[src/rtl/seg7_pkg.sv]
// Shared types and the hex segment table for the seven-segment scan driver.
package seg7_pkg;

    typedef enum logic {
        StIdle = 1'b0,
        StScan = 1'b1
    } scan_state_e;

    // Active-high gfedcba patterns, index 15 (F) down to index 0.
    localparam logic [15:0][6:0] HEX_SEG = {
        7'b1110001,  // F
        7'b1111001,  // E
        7'b1011110,  // d
        7'b0111001,  // C
        7'b1111100,  // b
        7'b1110111,  // A
        7'b1101111,  // 9
        7'b1111111,  // 8
        7'b0000111,  // 7
        7'b1111101,  // 6
        7'b1101101,  // 5
        7'b1100110,  // 4
        7'b1001111,  // 3
        7'b1011011,  // 2
        7'b0000110,  // 1
        7'b0111111   // 0
    };

    function automatic logic [6:0] hex_to_seg(input logic [3:0] nibble);
        return HEX_SEG[nibble];
    endfunction

endpackage

[src/rtl/seg7_scan_mux_if.sv]
// Display data in, board pin drive out, for the seven-segment scan driver.
interface seg7_scan_mux_if #(
    parameter int unsigned N_DIGITS = 8
);
    localparam int unsigned IDX_W = (N_DIGITS > 1) ? $clog2(N_DIGITS) : 1;

    logic                    en;
    logic [4*N_DIGITS-1:0]   value;
    logic [N_DIGITS-1:0]     dp_in;
    logic [N_DIGITS-1:0]     digit_en;
    logic [N_DIGITS-1:0]     an;
    logic [6:0]              seg;
    logic                    dp;
    logic [IDX_W-1:0]        digit_idx;
    logic                    frame_tick;

    // User logic side: supplies the digits, observes the pin drive.
    modport master (
        output en, value, dp_in, digit_en,
        input  an, seg, dp, digit_idx, frame_tick
    );

    // Driver side.
    modport slave (
        input  en, value, dp_in, digit_en,
        output an, seg, dp, digit_idx, frame_tick
    );

endinterface

[src/rtl/seg7_hex_decoder.sv]
// Nibble to active-high gfedcba pattern; pin polarity is applied by the caller.
module seg7_hex_decoder
    import seg7_pkg::*;
(
    input  logic [3:0] nibble,
    output logic [6:0] pattern
);

    // Pure table lookup.
    always_comb begin
        pattern = hex_to_seg(nibble);
    end

endmodule

[src/rtl/seg7_scan_mux.sv]
// Time-multiplexed common-anode seven-segment driver with per-frame snapshot,
// per-slot blanking dead-time and registered pin outputs.
module seg7_scan_mux
    import seg7_pkg::*;
#(
    parameter int unsigned N_DIGITS       = 8,
    parameter int unsigned PRESCALE       = 100000,
    parameter int unsigned BLANK_CYCLES   = 1000,
    parameter bit          ACTIVE_LOW_AN  = 1'b1,
    parameter bit          ACTIVE_LOW_SEG = 1'b1
) (
    input logic             clk,
    input logic             rst,
    seg7_scan_mux_if.slave  bus
);

    localparam int unsigned IDX_W = (N_DIGITS > 1) ? $clog2(N_DIGITS) : 1;
    localparam int unsigned CNT_W = $clog2(PRESCALE);

    localparam logic [CNT_W-1:0]    LAST_CNT = CNT_W'(PRESCALE - 1);
    localparam logic [IDX_W-1:0]    LAST_IDX = IDX_W'(N_DIGITS - 1);
    localparam logic [N_DIGITS-1:0] AN_OFF   = ACTIVE_LOW_AN ? {N_DIGITS{1'b1}} : '0;
    localparam logic [6:0]          SEG_OFF  = ACTIVE_LOW_SEG ? 7'h7F : 7'h00;
    localparam logic                DP_OFF   = ACTIVE_LOW_SEG;

    scan_state_e           state_q, state_d;
    logic [CNT_W-1:0]      cnt_q, cnt_d;
    logic [IDX_W-1:0]      idx_q, idx_d;
    logic                  snap_take;

    logic [4*N_DIGITS-1:0] snap_val_q;
    logic [N_DIGITS-1:0]   snap_dp_q;
    logic [N_DIGITS-1:0]   snap_en_q;

    logic [N_DIGITS-1:0]   an_q, an_d;
    logic [6:0]            seg_q, seg_d;
    logic                  dp_q, dp_d;
    logic [IDX_W-1:0]      digit_idx_q, digit_idx_d;
    logic                  frame_tick_q, frame_tick_d;

    logic                  slot_end;
    logic                  frame_end;
    logic                  scanning;
    logic                  in_blank;
    logic                  show;
    logic [4*N_DIGITS-1:0] val_sh;
    logic [N_DIGITS-1:0]   dp_sh;
    logic [N_DIGITS-1:0]   en_sh;
    logic [3:0]            nibble;
    logic [6:0]            seg_hi;
    logic [N_DIGITS-1:0]   an_hi;

    assign slot_end  = (cnt_q == LAST_CNT);
    assign frame_end = slot_end && (idx_q == LAST_IDX);
    // en is folded in so that a dropped enable darkens the pins on the very next edge.
    assign scanning  = (state_q == StScan) && bus.en;

    // With no dead-time the compare would be constant, so it is not built at all.
    if (BLANK_CYCLES == 0) begin : g_no_blank
        assign in_blank = 1'b0;
    end else begin : g_blank
        assign in_blank = (32'(cnt_q) < BLANK_CYCLES);
    end

    // Shifts instead of variable bit-selects keep N_DIGITS=1 well formed.
    assign val_sh = snap_val_q >> {idx_q, 2'b00};
    assign dp_sh  = snap_dp_q >> idx_q;
    assign en_sh  = snap_en_q >> idx_q;
    assign nibble = val_sh[3:0];

    seg7_hex_decoder u_hex_decoder (
        .nibble  (nibble),
        .pattern (seg_hi)
    );

    // Next scan state, prescaler and digit index; snapshot on entry and at frame wrap.
    always_comb begin
        state_d   = state_q;
        cnt_d     = cnt_q;
        idx_d     = idx_q;
        snap_take = 1'b0;
        unique case (state_q)
            StIdle: begin
                cnt_d = '0;
                idx_d = '0;
                if (bus.en) begin
                    state_d   = StScan;
                    snap_take = 1'b1;
                end
            end
            StScan: begin
                if (!bus.en) begin
                    state_d = StIdle;
                    cnt_d   = '0;
                    idx_d   = '0;
                end else if (slot_end) begin
                    cnt_d = '0;
                    if (idx_q == LAST_IDX) begin
                        idx_d     = '0;
                        snap_take = 1'b1;
                    end else begin
                        idx_d = idx_q + 1'b1;
                    end
                end else begin
                    cnt_d = cnt_q + 1'b1;
                end
            end
        endcase
    end

    // Pin values for the next edge, derived from the current slot and snapshot.
    always_comb begin
        show         = scanning && !in_blank && en_sh[0];
        an_hi        = show ? (N_DIGITS'(1) << idx_q) : '0;
        an_d         = ACTIVE_LOW_AN ? ~an_hi : an_hi;
        seg_d        = show ? seg_hi : 7'h00;
        seg_d        = ACTIVE_LOW_SEG ? ~seg_d : seg_d;
        dp_d         = show && dp_sh[0];
        dp_d         = ACTIVE_LOW_SEG ? ~dp_d : dp_d;
        digit_idx_d  = scanning ? idx_q : '0;
        frame_tick_d = scanning && frame_end;
    end

    // Scan FSM, counters and frame snapshot.
    always_ff @(posedge clk or posedge rst) begin
        if (rst) begin
            state_q    <= StIdle;
            cnt_q      <= '0;
            idx_q      <= '0;
            snap_val_q <= '0;
            snap_dp_q  <= '0;
            snap_en_q  <= '0;
        end else begin
            state_q <= state_d;
            cnt_q   <= cnt_d;
            idx_q   <= idx_d;
            if (snap_take) begin
                snap_val_q <= bus.value;
                snap_dp_q  <= bus.dp_in;
                snap_en_q  <= bus.digit_en;
            end
        end
    end

    // Registered pin drive.
    always_ff @(posedge clk or posedge rst) begin
        if (rst) begin
            an_q         <= AN_OFF;
            seg_q        <= SEG_OFF;
            dp_q         <= DP_OFF;
            digit_idx_q  <= '0;
            frame_tick_q <= 1'b0;
        end else begin
            an_q         <= an_d;
            seg_q        <= seg_d;
            dp_q         <= dp_d;
            digit_idx_q  <= digit_idx_d;
            frame_tick_q <= frame_tick_d;
        end
    end

    assign bus.an         = an_q;
    assign bus.seg        = seg_q;
    assign bus.dp         = dp_q;
    assign bus.digit_idx  = digit_idx_q;
    assign bus.frame_tick = frame_tick_q;

endmodule

[src/flat_wrapper.sv]
// flat-port wrapper written by rule: the top's interface ports become plain ports
module seg7_scan_mux_flat import seg7_pkg::*;
#(
    parameter int unsigned N_DIGITS       = 8,
    parameter int unsigned PRESCALE       = 100000,
    parameter int unsigned BLANK_CYCLES   = 1000,
    parameter bit          ACTIVE_LOW_AN  = 1'b1,
    parameter bit          ACTIVE_LOW_SEG = 1'b1
)
  (clk, rst, bus_en, bus_value, bus_dp_in, bus_digit_en, bus_an, bus_seg, bus_dp, bus_digit_idx, bus_frame_tick);
  seg7_scan_mux_if #(.N_DIGITS(N_DIGITS)) bus_i ();
  input logic clk;
  input logic rst;
  input wire logic [$bits(bus_i.en)-1:0] bus_en;
  input wire logic [$bits(bus_i.value)-1:0] bus_value;
  input wire logic [$bits(bus_i.dp_in)-1:0] bus_dp_in;
  input wire logic [$bits(bus_i.digit_en)-1:0] bus_digit_en;
  output wire logic [$bits(bus_i.an)-1:0] bus_an;
  output wire logic [$bits(bus_i.seg)-1:0] bus_seg;
  output wire logic [$bits(bus_i.dp)-1:0] bus_dp;
  output wire logic [$bits(bus_i.digit_idx)-1:0] bus_digit_idx;
  output wire logic [$bits(bus_i.frame_tick)-1:0] bus_frame_tick;
  assign bus_i.en = bus_en;
  assign bus_i.value = bus_value;
  assign bus_i.dp_in = bus_dp_in;
  assign bus_i.digit_en = bus_digit_en;
  assign bus_an = bus_i.an;
  assign bus_seg = bus_i.seg;
  assign bus_dp = bus_i.dp;
  assign bus_digit_idx = bus_i.digit_idx;
  assign bus_frame_tick = bus_i.frame_tick;
  seg7_scan_mux #(.N_DIGITS(N_DIGITS), .PRESCALE(PRESCALE), .BLANK_CYCLES(BLANK_CYCLES), .ACTIVE_LOW_AN(ACTIVE_LOW_AN), .ACTIVE_LOW_SEG(ACTIVE_LOW_SEG)) u_core (.clk(clk), .rst(rst), .bus(bus_i));
endmodule
[config.mk]
export PLATFORM = sky130hd
export DESIGN_NAME = seg7_scan_mux_flat
export DESIGN_NICKNAME = d
export VERILOG_FILES = /design/src/rtl/seg7_pkg.sv /design/src/rtl/seg7_scan_mux_if.sv /design/src/rtl/seg7_hex_decoder.sv /design/src/rtl/seg7_scan_mux.sv /design/src/flat_wrapper.sv
export SDC_FILE = /design/constraint.sdc
export NUM_CORES = 1
export LEC_CHECK = 0
export BUFFER_PORTS_ARGS = -buffer_cell sky130_fd_sc_hd__buf_2
export CAP_MARGIN = 25
export CORE_UTILIZATION = 45
export DETAILED_ROUTE_END_ITERATION = 10
export PLACE_DENSITY_LB_ADDON = 0.2
export SLEW_MARGIN = 10
export SYNTH_ARGS = -nofsm -noshare
export SYNTH_HDL_FRONTEND = slang
export SYNTH_SLANG_ARGS = --single-unit
[constraint.sdc]
create_clock -name clk -period 4 [get_ports clk]
set_input_delay 0.4 -clock clk [delete_from_list [all_inputs] [get_ports clk]]
set_output_delay 0.4 -clock clk [all_outputs]
set_load 0.02 [all_outputs]
[Yosys cells after proc, flatten, opt, wreduce, memory -nomap -nowiden]
Memory sizes are Yosys's and may differ from the RTL's.
Cells that the tools add are included.
Cells by class
  shift-type cells: 4
  muxes and demuxes: 16
  equal/unequal tests: 3
  reductions and logical operators: 7
  $lt $le $gt $ge: 2
  bitwise operators: 4
  add/sub/neg operators: 2
Operator list (count)
  $mux 17: 2
  $pmux 17 s2: 1
  $shr 32x5->4: 1
  $add 17x1->17 const B: 1
  $eq 17x17->1 const B: 1
  $lt 17x10->1 const B: 1
  $shr 8x3->1: 2
  $mux 7: 2
  $mux 3: 4
  $mux 8: 1
  $not 8->8: 1
  $shl 1x3->8 const A: 1
  $not 7->7: 1
  $logic_and 1x1->1: 6
  $pmux 3 s2: 1
  $lt 4x5->1 const B: 1
  $mux 1: 4
  $add 3x1->3 const B: 1
  $eq 3x3->1 const B: 1
  $ne 3x3->1 const B: 1
  $not 1->1: 2
  $pmux 1 s2: 1
  $logic_not 1->1: 1
Word-level totals
  ROM bits: 112
  memories: 1
  logic and storage cells: 50
  output and inout port bits: 20
  input bits: 51
  flip-flop bits (word level): 89
Memory list
  (no name shown): words 16, width 7, read ports 1, clocked after Yosys merged registers in 0, wr ports 0, RTL line seg7_pkg.sv:30  | return HEX_SEG[nibble];

[Longest topological paths before layout]
  word-level depth: 6
  mapped depth: 11
  mapped depth without buffers: 9

[Hierarchy]
A second synthesis with hierarchy kept.
Second synthesis, totals
  cell total of the unflattened synthesis: 333
  area, all modules: 4267.8 um^2
By module, submodules not included
  seg7_scan_mux: cells an instance 300, instances 1, area an instance 3977.6 um^2, seq. area each 2247.2 um^2
  seg7_hex_decoder: cells an instance 33, instances 1, area an instance 290.3 um^2, seq. area each 0.0 um^2

[Worst setup path after synthesis]
OpenSTA, ideal clock, no wires.
  kind: register -> register
  start point: reg u_core.idx_q[0]
  end point: reg u_core.seg_q[3], in the netlist u_core.bus.seg[3]
  data required time: 3.896 ns
  clock period less this slack: 2.336 ns
  path buffers: 2
  setup slack: 1.664 ns
  stages on the path, launching flop included: 11
  data arrival time: 2.232 ns
  setup time: 0.104 ns
  path through: dfrtp_1 > buf_4 > buf_4 > mux4_2 > mux2_2 > inv_1 > ha_1 > inv_1 > mux2_2 > mux2i_1 > nand2_1
Between the ends
  longest elaborated chain between the ends: 5
  elaborated cells on any way between the ends: 7
  those cells by class: shift: 2; mux: 2; bitwise: 1; reduce/logical: 1; memory: 1
Ends and longest elaborated chain
  start: declaration: RTL line seg7_scan_mux.sv:28  | logic [IDX_W-1:0] idx_q, idx_d;
  start signal: assignment: RTL line seg7_scan_mux.sv:136  | idx_q <= idx_d;
  $shr 32x5->4: RTL line seg7_scan_mux.sv:66  | assign val_sh = snap_val_q >> {idx_q, 2'b00};
  $mem_v2 16x7
  $mux 7 (implied by the code): RTL line seg7_pkg.sv:30
  $mux 7 *: RTL line seg7_scan_mux.sv:116  | seg_d = show ? seg_hi : 7'h00;
  $not 7->7 *: RTL line seg7_scan_mux.sv:117  | seg_d = ACTIVE_LOW_SEG ? ~seg_d : seg_d;
  net u_core.seg_d[3]: RTL line seg7_scan_mux.sv:36  | logic [6:0] seg_q, seg_d;
  end signal: assignment: RTL line seg7_scan_mux.sv:155  | seg_q <= seg_d;
  end: declaration: RTL line seg7_scan_mux.sv:36
The timed path passes the listed nets; every way through them passes the cells marked *. The select of a mux whose other input is x is not followed.
A chain may end at the register's enable or synchronous reset.

[Worst setup path after layout]
Ends and elaborated chain as after synthesis.

==> flow_summary.ini <==
[power_and_ir_drop]
clockPowerShare_pct = 31.2
netSwitchingFraction_pct = 25.6
powerDensity_nw_per_um2 = 381
internal-power_uw = 1370
irDropWorstVdd_v = 0.000185
power_frac_comb_pct = 13.8
switchingPower_uw = 472
p_leak_uw = 0.00213
finalPower_uw = 1840
seq_power_share_pct = 55.0

[outcome]
violations = design-rule violations
status = finished, violations left

[route]
first_pass_iters = 7
drtAntennaViolNets = 0
via_count = 2527
drt_iter0_markers = 85
post_drt_via_cell_ratio = 5.07
drc = 5
wl_um = 7640
avgRoutedWirePerCell_um = 15.3

[clock_tree]
cts_tree = yes
cts_hold_buf = 0
cts_buffer_depth = 2
path_clk_slew_ns = 0.09
postCtsSetupBuffers = 0
clkLatencyLatePin_ns = 0.36
cts_sinks = 89
numCtsBuffers = 9
root_buffer = clkbuf_8
cts-resized-gates = 0
htree_levels = 3

[sta]
skew_ns = 0.00744
slew_headroom_pct = 35.1
finalSetupViolCount = 0
finalMaxSlewViolations = 0
rsz0062_at_grt = false
hold_violations = 0
timing.fmax_mhz = 360
max_slew.worst_pin.slew_ns = 0.965
setup_tns_ns = 0
period_share_pct = 69.4
layout_min_cycle_time_ns = 2.78

[grt]
antenna_found_initial = 0
grt.overflow.total = 0
grt_pass1_vias = 2575
grt_max_degree = 57
gr-usage-all-layers_pct = 17.6
grt_pass1_wl_um = 13000

[yosys]
yosysUniqueCellTypes = 38
ys_warn_count = 0
synth_area_per_cell_um2 = 13.4
synth_edf_count = 0
yosys_register_bits = 89
synth_nets = 375
dominantRegCellSynth = dfrtp_1
synth_area_um2 = 4180
syn_inst = 311
synth-seq-area-share_pct = 53.8
synthArstFlopShare_pct = 100

[worst_setup_path]
critical_path.top_delay_family = multiplexers
crit_path_max_incr_delay_ns = 0.93
crit_type = reg2reg
crit_chain = mux4_2 -> mux2_2 -> inv_1 -> ha_1 -> inv_1 -> mux2_2 -> mux2i_1 -> nand2_1
r2r_start = u_core.idx_q[0]$_DFFE_PP0P_
crit_path_top_delay_cell = dfrtp_1
critPathRequiredTime_ns = 4.26
crit_buf_inv = 2
cp.arrival_ns = 3.03
end_kind = register
startpoint = u_core.idx_q[0]$_DFFE_PP0P_
worstPathMaxFanout = 17
start_kind = register

[cells_and_area]
finalNetCount = 449
areaGrowthSynthToFinish_pct = 15.6
stdcell_area_um2 = 4830
layout_common_cells = dfrtp_1, buf_2, nor2_1, mux2_2, nand2_1
n_antenna_cell = 0
seqCellArea_um2 = 2250
final_common_cell = dfrtp_1
multi_input_area_um2 = 1810
fillers = 780
drive_gt1_share_pct = 46.2

[placed_design]
numPortBuffers = 70
hpwl_um = 5470
gp_congestion = 0.782
place_area_um2 = 4620

[worst_hold_path]
min_from = bus_en
min-delay-path-class = in2reg

[floorplan]
die_height_um = 98.4
io_pins = 71
core.rowCount = 34
start_util_pct = 47.2
fp.dieW_um = 98.4
die_area_um2 = 9670
core_region_area_um2 = 8850

[run]
maxCapViolCount = 0
-- layer usage --
| layer | part of all wire (%) | wire, µm | track usage [%] |
|---|---|---|---|
| met3 | 4.2 | 321 | 4.01 |
| met4 | 1.5 | 114 | 7.23 |
| met1 | 50 | 3800 | 25.6 |
| met2 | 44 | 3400 | 25.4 |
| met5 | 0 | 0 | 0 |
-- registers in the layout, summed over array words and instances (netlist names), 3 cells and up --
register	cells
u_core.bus.seg	7
u_core.idx_q	3
u_core.snap_dp_q	8
u_core.snap_val_q	32
u_core.cnt_q	17
u_core.bus.digit_idx	3
u_core.bus.an	8
u_core.snap_en_q	8
-- synthesized netlist by cell type, drive strengths merged (4+ instances only) --
cell type	count	area (µm²)
dfrtp	73	1830
mux2	51	649
nor2	31	116
nand2	24	90.1
dfstp	16	420
ha	13	163
mux4	12	270
inv	10	37.5
nand3	10	50.1
mux2i	9	93.8
xnor2	9	78.8
buf	8	58.8
nor4	8	68.8
xor2	6	52.6
clkbuf	5	18.8
o221ai	4	35.0
or2	4	25.0
-- cells by family (layout without fill, tap and decap cells) --
kind of cell,Yosys count,in the layout,share of synthesized area (%)
compound gates,11,11,1.95
xor+xnor,15,15,3.14
fa+ha+maj,13,13,3.89
buf+inv,24,103,2.85
flops,89,89,53.8
mux,72,72,24.3
simple gates,87,87,10.1
-- final timing paths --
path	to	slack, ns	cells after the start
max	u_core.bus.seg[3]$_DFF_PP1_	1.22	8
min in group asynchronous	u_core.snap_en_q[6]$_DFFE_PP0P_	0.51	3
min reg2reg	u_core.cnt_q[0]$_DFF_PP0_	0.49	1
max reg2reg	u_core.bus.seg[3]$_DFF_PP1_	1.22	8
max in group asynchronous	u_core.bus.seg[4]$_DFF_PP1_	2.77	4
min	u_core.state_q$_DFF_PP0_	0.19	1
-- metrics by stage --
step / setup WS (ns) / hold slack (ns) / utilization (%) / std cells
after floorplan: 1.32 / 0.431 / - / 311
after global placement: 1.27 / 0.482 / 52.2 / 480
after detailed placement: 1.21 / 0.481 / 52.2 / 480
after CTS: 1.18 / 0.165 / 54.2 / 496
after global routing: 0.968 / 0.163 / 54.6 / 498
final: 1.22 / 0.189 / 54.6 / 498
-- final cells by class --
cell class,count,area share [%]
multi-input cells,198,37.5
repair buffers,76,8.50
well taps,108,2.80
clock buffers,11,2.93
clock inverters,5,0.829
flip-flops and latches,89,46.5
inverters,11,0.881
-- power groups by stage --
stage	sequential (µW)	combinational [µW]	clock [µW]
2_1_floorplan	1010	198	0
3_3_place_gp	1030	245	0
3_5_place_dp	1030	252	0
4_1_cts	1010	253	590
5_1_grt	1020	278	623
6_report	1010	253	574
No activity file was read; power rests on OpenSTA's default activity.
